**config.mk**
```make
export PLATFORM = sky130hd
export DESIGN_NAME = alu_issue_ctrl
export DESIGN_NICKNAME = d
export VERILOG_FILES = /design/src/rtl/alu_issue_ctrl.sv
export SDC_FILE = /design/constraint.sdc
export NUM_CORES = 1
export LEC_CHECK = 0
export ABC_AREA = 1
export BUFFER_PORTS_ARGS = -buffer_cell sky130_fd_sc_hd__buf_2
export CAP_MARGIN = 40
export CORE_MARGIN = 2
export CORE_UTILIZATION = 55
export DETAILED_ROUTE_END_ITERATION = 8
export GPL_TIMING_DRIVEN = 0
export PLACE_DENSITY = 0.77
export SYNTH_ARGS = -nofsm -noshare
export SYNTH_HDL_FRONTEND = slang
export SYNTH_SLANG_ARGS = --single-unit
```
**constraint.sdc**
```tcl
create_clock -name clk -period 2.8 [get_ports clk]
set_clock_uncertainty 0.15 [all_clocks]
set_input_delay 0.7 -clock clk [delete_from_list [all_inputs] [get_ports clk]]
set_output_delay 0.7 -clock clk [all_outputs]
set_load 0.03 [all_outputs]
```
**src/rtl/alu_issue_ctrl.sv**
```systemverilog
// Sequential issue controller for the 8-bit ALU: fetches operands from a local
// 4x8 register file, drives the ALU, captures its result and writes back.
module alu_issue_ctrl (
    input  logic        clk,
    input  logic        rst_n,
    input  logic        in_valid,
    input  logic [15:0] in_instr,
    output logic        in_ready,
    input  logic        host_we,
    input  logic [1:0]  host_addr,
    input  logic [7:0]  host_data,
    input  logic [1:0]  dbg_addr,
    output logic [7:0]  dbg_data,
    output logic [7:0]  alu_a,
    output logic [7:0]  alu_b,
    output logic [3:0]  alu_sel,
    output logic        alu_cin,
    input  logic [7:0]  alu_y,
    input  logic        alu_c,
    output logic        done,
    output logic        err,
    output logic        flag_c,
    output logic        flag_z
);

    typedef enum logic [1:0] {
        ST_IDLE,
        ST_READ,
        ST_EXEC,
        ST_WB
    } state_e;

    typedef enum logic [3:0] {
        OP_ADD  = 4'h0,
        OP_SUB  = 4'h1,
        OP_AND  = 4'h2,
        OP_OR   = 4'h3,
        OP_NAND = 4'h4,
        OP_NOR  = 4'h5,
        OP_NOT  = 4'h6,
        OP_XOR  = 4'h7,
        OP_XNOR = 4'h8
    } op_e;

    state_e      state;
    state_e      state_nxt;
    logic        rdy_q;

    logic [7:0]  regs [4];

    logic [3:0]  op_q;
    logic [1:0]  rd_q;
    logic [1:0]  rs1_q;
    logic [1:0]  rs2_q;
    logic        use_c_q;

    logic [7:0]  res_y_q;
    logic        res_c_q;

    logic        accept;
    logic        op_legal;
    logic        op_sets_c;
    logic        cin_nxt;
    logic        unused_reserved;

    // Reserved instruction bits carry no meaning for this block.
    assign unused_reserved = ^in_instr[4:0];

    // Ready is registered so it stays low throughout reset and rises on the
    // first edge that samples rst_n high.
    assign in_ready = rdy_q;
    assign accept   = in_valid && rdy_q;
    assign dbg_data = regs[dbg_addr];

    assign op_legal  = (op_q <= OP_XNOR);
    assign op_sets_c = (op_q == OP_ADD) || (op_q == OP_SUB);

    always_comb begin
        cin_nxt = 1'b0;
        if (op_q == OP_ADD) begin
            cin_nxt = use_c_q ? flag_c : 1'b0;
        end else if (op_q == OP_SUB) begin
            cin_nxt = 1'b1;
        end
    end

    always_ff @(posedge clk) begin
        if (!rst_n) begin
            state <= ST_IDLE;
            rdy_q <= 1'b0;
        end else begin
            state <= state_nxt;
            rdy_q <= (state_nxt == ST_IDLE);
        end
    end

    always_comb begin
        state_nxt = state;
        case (state)
            ST_IDLE: if (accept) state_nxt = ST_READ;
            ST_READ: state_nxt = ST_EXEC;
            ST_EXEC: state_nxt = ST_WB;
            ST_WB:   state_nxt = ST_IDLE;
            default: state_nxt = ST_IDLE;
        endcase
    end

    always_ff @(posedge clk) begin
        if (!rst_n) begin
            for (int unsigned i = 0; i < 4; i++) begin
                regs[i] <= '0;
            end
            op_q    <= '0;
            rd_q    <= '0;
            rs1_q   <= '0;
            rs2_q   <= '0;
            use_c_q <= 1'b0;
            res_y_q <= '0;
            res_c_q <= 1'b0;
            alu_a   <= '0;
            alu_b   <= '0;
            alu_sel <= '0;
            alu_cin <= 1'b0;
            done    <= 1'b0;
            err     <= 1'b0;
            flag_c  <= 1'b0;
            flag_z  <= 1'b0;
        end else begin
            done <= 1'b0;
            err  <= 1'b0;

            // A host write and an accept in the same IDLE cycle both land;
            // READ samples the register file one edge later and sees the write.
            if (state == ST_IDLE && host_we) begin
                regs[host_addr] <= host_data;
            end

            if (state == ST_IDLE && accept) begin
                op_q    <= in_instr[15:12];
                rd_q    <= in_instr[11:10];
                rs1_q   <= in_instr[9:8];
                rs2_q   <= in_instr[7:6];
                use_c_q <= in_instr[5];
            end

            if (state == ST_READ) begin
                alu_a   <= regs[rs1_q];
                alu_b   <= regs[rs2_q];
                alu_sel <= op_q;
                alu_cin <= cin_nxt;
            end

            if (state == ST_EXEC) begin
                res_y_q <= alu_y;
                res_c_q <= alu_c;
            end

            if (state == ST_WB) begin
                done <= 1'b1;
                err  <= !op_legal;
                if (op_legal) begin
                    regs[rd_q] <= res_y_q;
                    flag_z     <= (res_y_q == 8'h00);
                    if (op_sets_c) begin
                        flag_c <= res_c_q;
                    end
                end
            end
        end
    end

endmodule
```
Word-level counts from Yosys, hierarchy flattened
Memory sizes are Yosys's and may differ from the RTL's. A register that Yosys moved wholly into a read port is not among the register bits.
Index checks and enable logic that the tools add are counted.
{ "totals": {"out_inout_bits": 34, "memories": 1, "ram_bits": 32, "reg_bits": 32, "inputBits": 41, "word_cells": 57} }
{ "memory_table": {"columns": ["memory", "words", "word_bits", "read_ports", "rd_ports_with_merged_regs", "wr", "line", "source"], "rows": [
  ["regs", 4, 8, 3, 2, 4, "49", "logic [7:0] regs [4];"]
]} }
{ "op_classes": {"mux": 20, "n_reduce_logical": 16, "magnitude_cmp": 1, "eq_ne": 4} }
{ "op_table": {"columns": ["op", "n"], "rows": [
  ["8-bit 2-to-1 mux", 2],
  ["8-bit OR reduction", 2],
  ["1-bit 2-to-1 mux", 14],
  ["8-bit logical NOT", 1],
  ["2-bit one-hot mux with 4 select lines", 1],
  ["2-bit 2-to-1 mux", 3],
  ["2-bit equality test (second input constant)", 2],
  ["4-bit by 1-bit equality test with 1-bit output (second input constant)", 1],
  ["4-bit less-or-equal comparator (second input constant)", 1],
  ["2-bit logical NOT", 2],
  ["4-bit logical NOT", 1],
  ["2-bit AND reduction", 2],
  ["1-bit logical AND", 3],
  ["1-bit logical NOT", 3],
  ["3-bit AND reduction", 1],
  ["2-bit by 1-bit equality test with 1-bit output (second input constant)", 1],
  ["1-bit logical OR", 1]
]} }

Depth between registers and ports, before layout
{ "depth": {"depth_word": 8, "depth_mapped": 9, "mapped_depth_nobuf": 9} }

Least setup slack after synthesis
OpenSTA, ideal clock, no wires.
{ "synth_path": {"kind": "input -> output", "start": "in dbg_addr[0]", "end": "out dbg_data[6]", "required_time_ns": 1.950, "cell_stages": 6, "n_path_buf": 2, "path_slack_ns": 0.183, "arrival_time_ns": 1.767, "path_cell_list": "buf_2 inv_1 buf_2 o21ai_0 a21oi_1 a21oi_1"} }
{ "synth_via": {"elab_chain_cells": 1} }
{ "synth_lines": {"columns": ["item", "line", "source"], "rows": [
  ["start: declaration", "12", "input logic [1:0] dbg_addr,"],
  ["memory 4 x 8 bit", null, null],
  ["end: declaration", "13", "output logic [7:0] dbg_data,"]
]} }
No other way between the ends.

Worst setup path in the final report
{ "layout_path": {"start": "in dbg_addr[0]", "end": "out dbg_data[5]"} }
The elaborated chain is that of the path after synthesis.

==> flow_summary.toml <==
[cells_and_area]
finalNetCount = 648
nFillCells = 598
syn2layout_area_growth_pct = 17.1
drive_gt1_share_pct = 19.8
final_core_util_pct = 67.3
diodes = 0

[clock_tree]
post_cts_buffers = 0
cts_tree = "yes"
path_clk_slew_ps = 90
ctsHoldBuffers = 0
clk_path_buf_depth = 2
cts_buffers = 9
ctsResizeCount = 0
clkSinkCount = 80
worst_skew_pair.late_latency_ps = 350
htree_levels = 3
root_buffer = "clkbuf_8"

[route]
route.vias.total = 3683
totalWireLength_um = 10000
ant_nets = 0
drc = 0
drt_iter0_markers = 187
via_per_inst = 5.24
drtPass1Iterations = 5
routedWlPerCell_um = 14.3

[floorplanning]
dieArea_um2 = 7910
io_pins = 75
fp.coreArea_um2 = 6910
dieHeight_um = 89.0
rows = 30
die_w_um = 89.0
start_util_pct = 57.5

[yosys]
post_synth.cell_area_avg_um2 = 7.59
yosysWarnings = 0
synthCells = 523
ys_seq_area_share_pct = 48.4
syn_nets = 569
yosysUniqueCellTypes = 24
synthesis.area_um2 = 3970
ys_seq_elements = 80

[setup_path]
cp.required_ps = 1950
critPathKind = "input port to output port"
cp_data_arrival_time_ps = 1810
r2r_setup_slack_ps = 490
start_kind = "input port"
cp_max_fo = 10
crit_path_end_kind = "output port"

[timing]
relSlewSlack_pct = 52.4
fin_setup_tns_ps = 0
whs_ps = 313
hold_violations = 0
rsz0062_at_grt = "no"
drv_slew = 0
finalCriticalPeriod_ps = 2660
period_share_pct = 95.1
max_slew.worst_pin.slew_ps = 711
fmax_mhz = 375
setup_violations = 0

[power_and_ir_drop]
leakage_nw = 2.08
irDropWorstVdd_mv = 0.475
power.density_nw_per_um2 = 893

[placed_design]
gp_congestion = 0.909
io_buffers = 68
dp_hpwl_um = 7690

[global_routing]
grt_max_degree = 15
grt_pass1_wl_um = 15800
track_usage_pct = 26.4
grt_pass1_vias = 3301
antenna_found_initial = 0
overflow = 0

[run_status]
status = "complete, no violations"

[flow_run]
max-cap-violations = 0

[min_path]
hp-class = "flop to flop"
## report_power, final
| part | total, W | switching (W) | leakage [nW] | internal, W |
|---|---|---|---|---|
| logic | 0.00151 | 0.00105 | 1.24 | 0.000464 |
| registers | 0.00169 | 0.000172 | 0.726 | 0.00152 |
| clock network | 0.000949 | 0.000446 | 0.107 | 0.000503 |
| total | 0.00415 | 0.00167 | 2.08 | 0.00248 |
## through the flow
step / instance area (um2) / total power [W] / instances / worst slack, ps
after floorplan: 3970 / 0.00277 / 523 / 183
after global placement: 4430 / 0.00317 / 687 / 118
after detailed placement: 4430 / 0.00321 / 687 / 96.7
after CTS: 4650 / 0.00414 / 703 / 75.5
after global routing: 4650 / 0.00440 / 703 / 54.9
final: 4650 / 0.00415 / 703 / 136
## logic make-up (layout without fill, tap and decap cells)
| family | count (synthesis) | after routing | share of synthesized area, % |
|---|---|---|---|
| fa+ha+maj | 5 | 5 | 1.58 |
| compound gates | 131 | 131 | 17.5 |
| flops | 80 | 80 | 48.4 |
| simple gates | 200 | 200 | 21.6 |
| buf+inv | 107 | 191 | 10.9 |
## routing by layer
layer / GRT usage (%) / vias up / share of wire (%)
li1: - / 1851 / -
met1: 36.3 / 1682 / 46
met2: 43.1 / 135 / 46
met3: 3.60 / 15 / 5.7
met4: 9.09 / 0 / 2.1
met5: 0 / - / 0
## path summary, 6_finish.rpt
kind / start / cells after the start / endpoint
setup reg to reg: state[0] / 9 / regs[3][3]
hold / removal: use_c_q / 2 / use_c_q
setup / recovery: dbg_addr[0] / 7 / dbg_data[5]
hold reg to reg: use_c_q / 2 / use_c_q
## critical path, cell delays in order
cell and delay (ps):
buf_2 180, inv_1 120, buf_2 190, o21ai_0 180, a21oi_1 80, a21oi_1 130, buf_2 230
## sequential cells by signal, indices dropped and copies added (netlist names)
| name | count |
|---|---|
| regs | 32 |
| alu_a | 8 |
| alu_b | 8 |
| res_y_q | 8 |
| alu_sel | 4 |
| op_q | 4 |
| rd_q | 2 |
| rs1_q | 2 |
| rs2_q | 2 |
| state | 2 |
| alu_cin | 1 |
| done | 1 |
| err | 1 |
| flag_c | 1 |
| flag_z | 1 |
| in_ready | 1 |
| res_c_q | 1 |
| use_c_q | 1 |
## Yosys cell counts
| cell | number | share of area [%] |
|---|---|---|
| nand4_1 | 1 | 0.16 |
| a21oi_1 | 66 | 8.3 |
| nand2_4 | 2 | 0.57 |
| nor2_2 | 2 | 0.32 |
| nand2_2 | 9 | 1.4 |
| nand3_4 | 1 | 0.44 |
| clkinv_2 | 1 | 0.13 |
| dfxtp_1 | 48 | 24 |
| o21ai_0 | 49 | 6.2 |
| nor3_1 | 2 | 0.25 |
| nand2_1 | 69 | 6.5 |
| buf_6 | 2 | 0.57 |
| ha_1 | 5 | 1.6 |
| and2_1 | 1 | 0.16 |
| nand3_1 | 30 | 3.8 |
| edfxtp_1 | 32 | 24 |
| buf_1 | 1 | 0.094 |
| clkbuf_1 | 15 | 1.4 |
| inv_1 | 70 | 6.6 |
| buf_2 | 11 | 1.4 |
| nor2_1 | 82 | 7.8 |
| inv_2 | 7 | 0.66 |
| o211ai_1 | 16 | 3.0 |
| nand3_2 | 1 | 0.25 |
## layout by cell type (no fill, tap or decap)
cell        synthesis  final
inv_2               7      7
clkinvlp_2          0      1
bufinv_16           0      2
clkinv_4            0      2
nand3_1            30     30
a21oi_1            66     66
clkbuf_2            0      1
clkbuf_1           15     14
nand3_2             1      1
nand2_2             9      9
dfxtp_1            48     48
o211ai_1           16     16
edfxtp_1           32     32
and2_1              1      1
nor3_1              2      2
nor2_1             82     82
inv_1              70     70
o21ai_0            49     49
nand2_1            69     69
nor2_2              2      2
buf_6               2      2
buf_2              11     79
nand4_1             1      1
inv_6               0      1
nand3_4             1      1
ha_1                5      5
clkinv_1            0      1
buf_1               1      1
clkbuf_8            0      9
clkinv_2            1      1
nand2_4             2      2
## cell type report
class                           instances  area, um2  share of cell area [%]
Buffer                                 29        139                    2.99
Inverter                               78        294                    6.32
Multi-Input combinational cell        336       1620                    34.8
Sequential cell                        80       1920                    41.3
Clock buffer                            9        124                    2.66
Clock inverter                          7       95.1                    2.04
Tap cell                               96        120                    2.58
Timing Repair Buffer                   68        340                    7.32
Note: power is estimated with default switching activity, not from simulation.
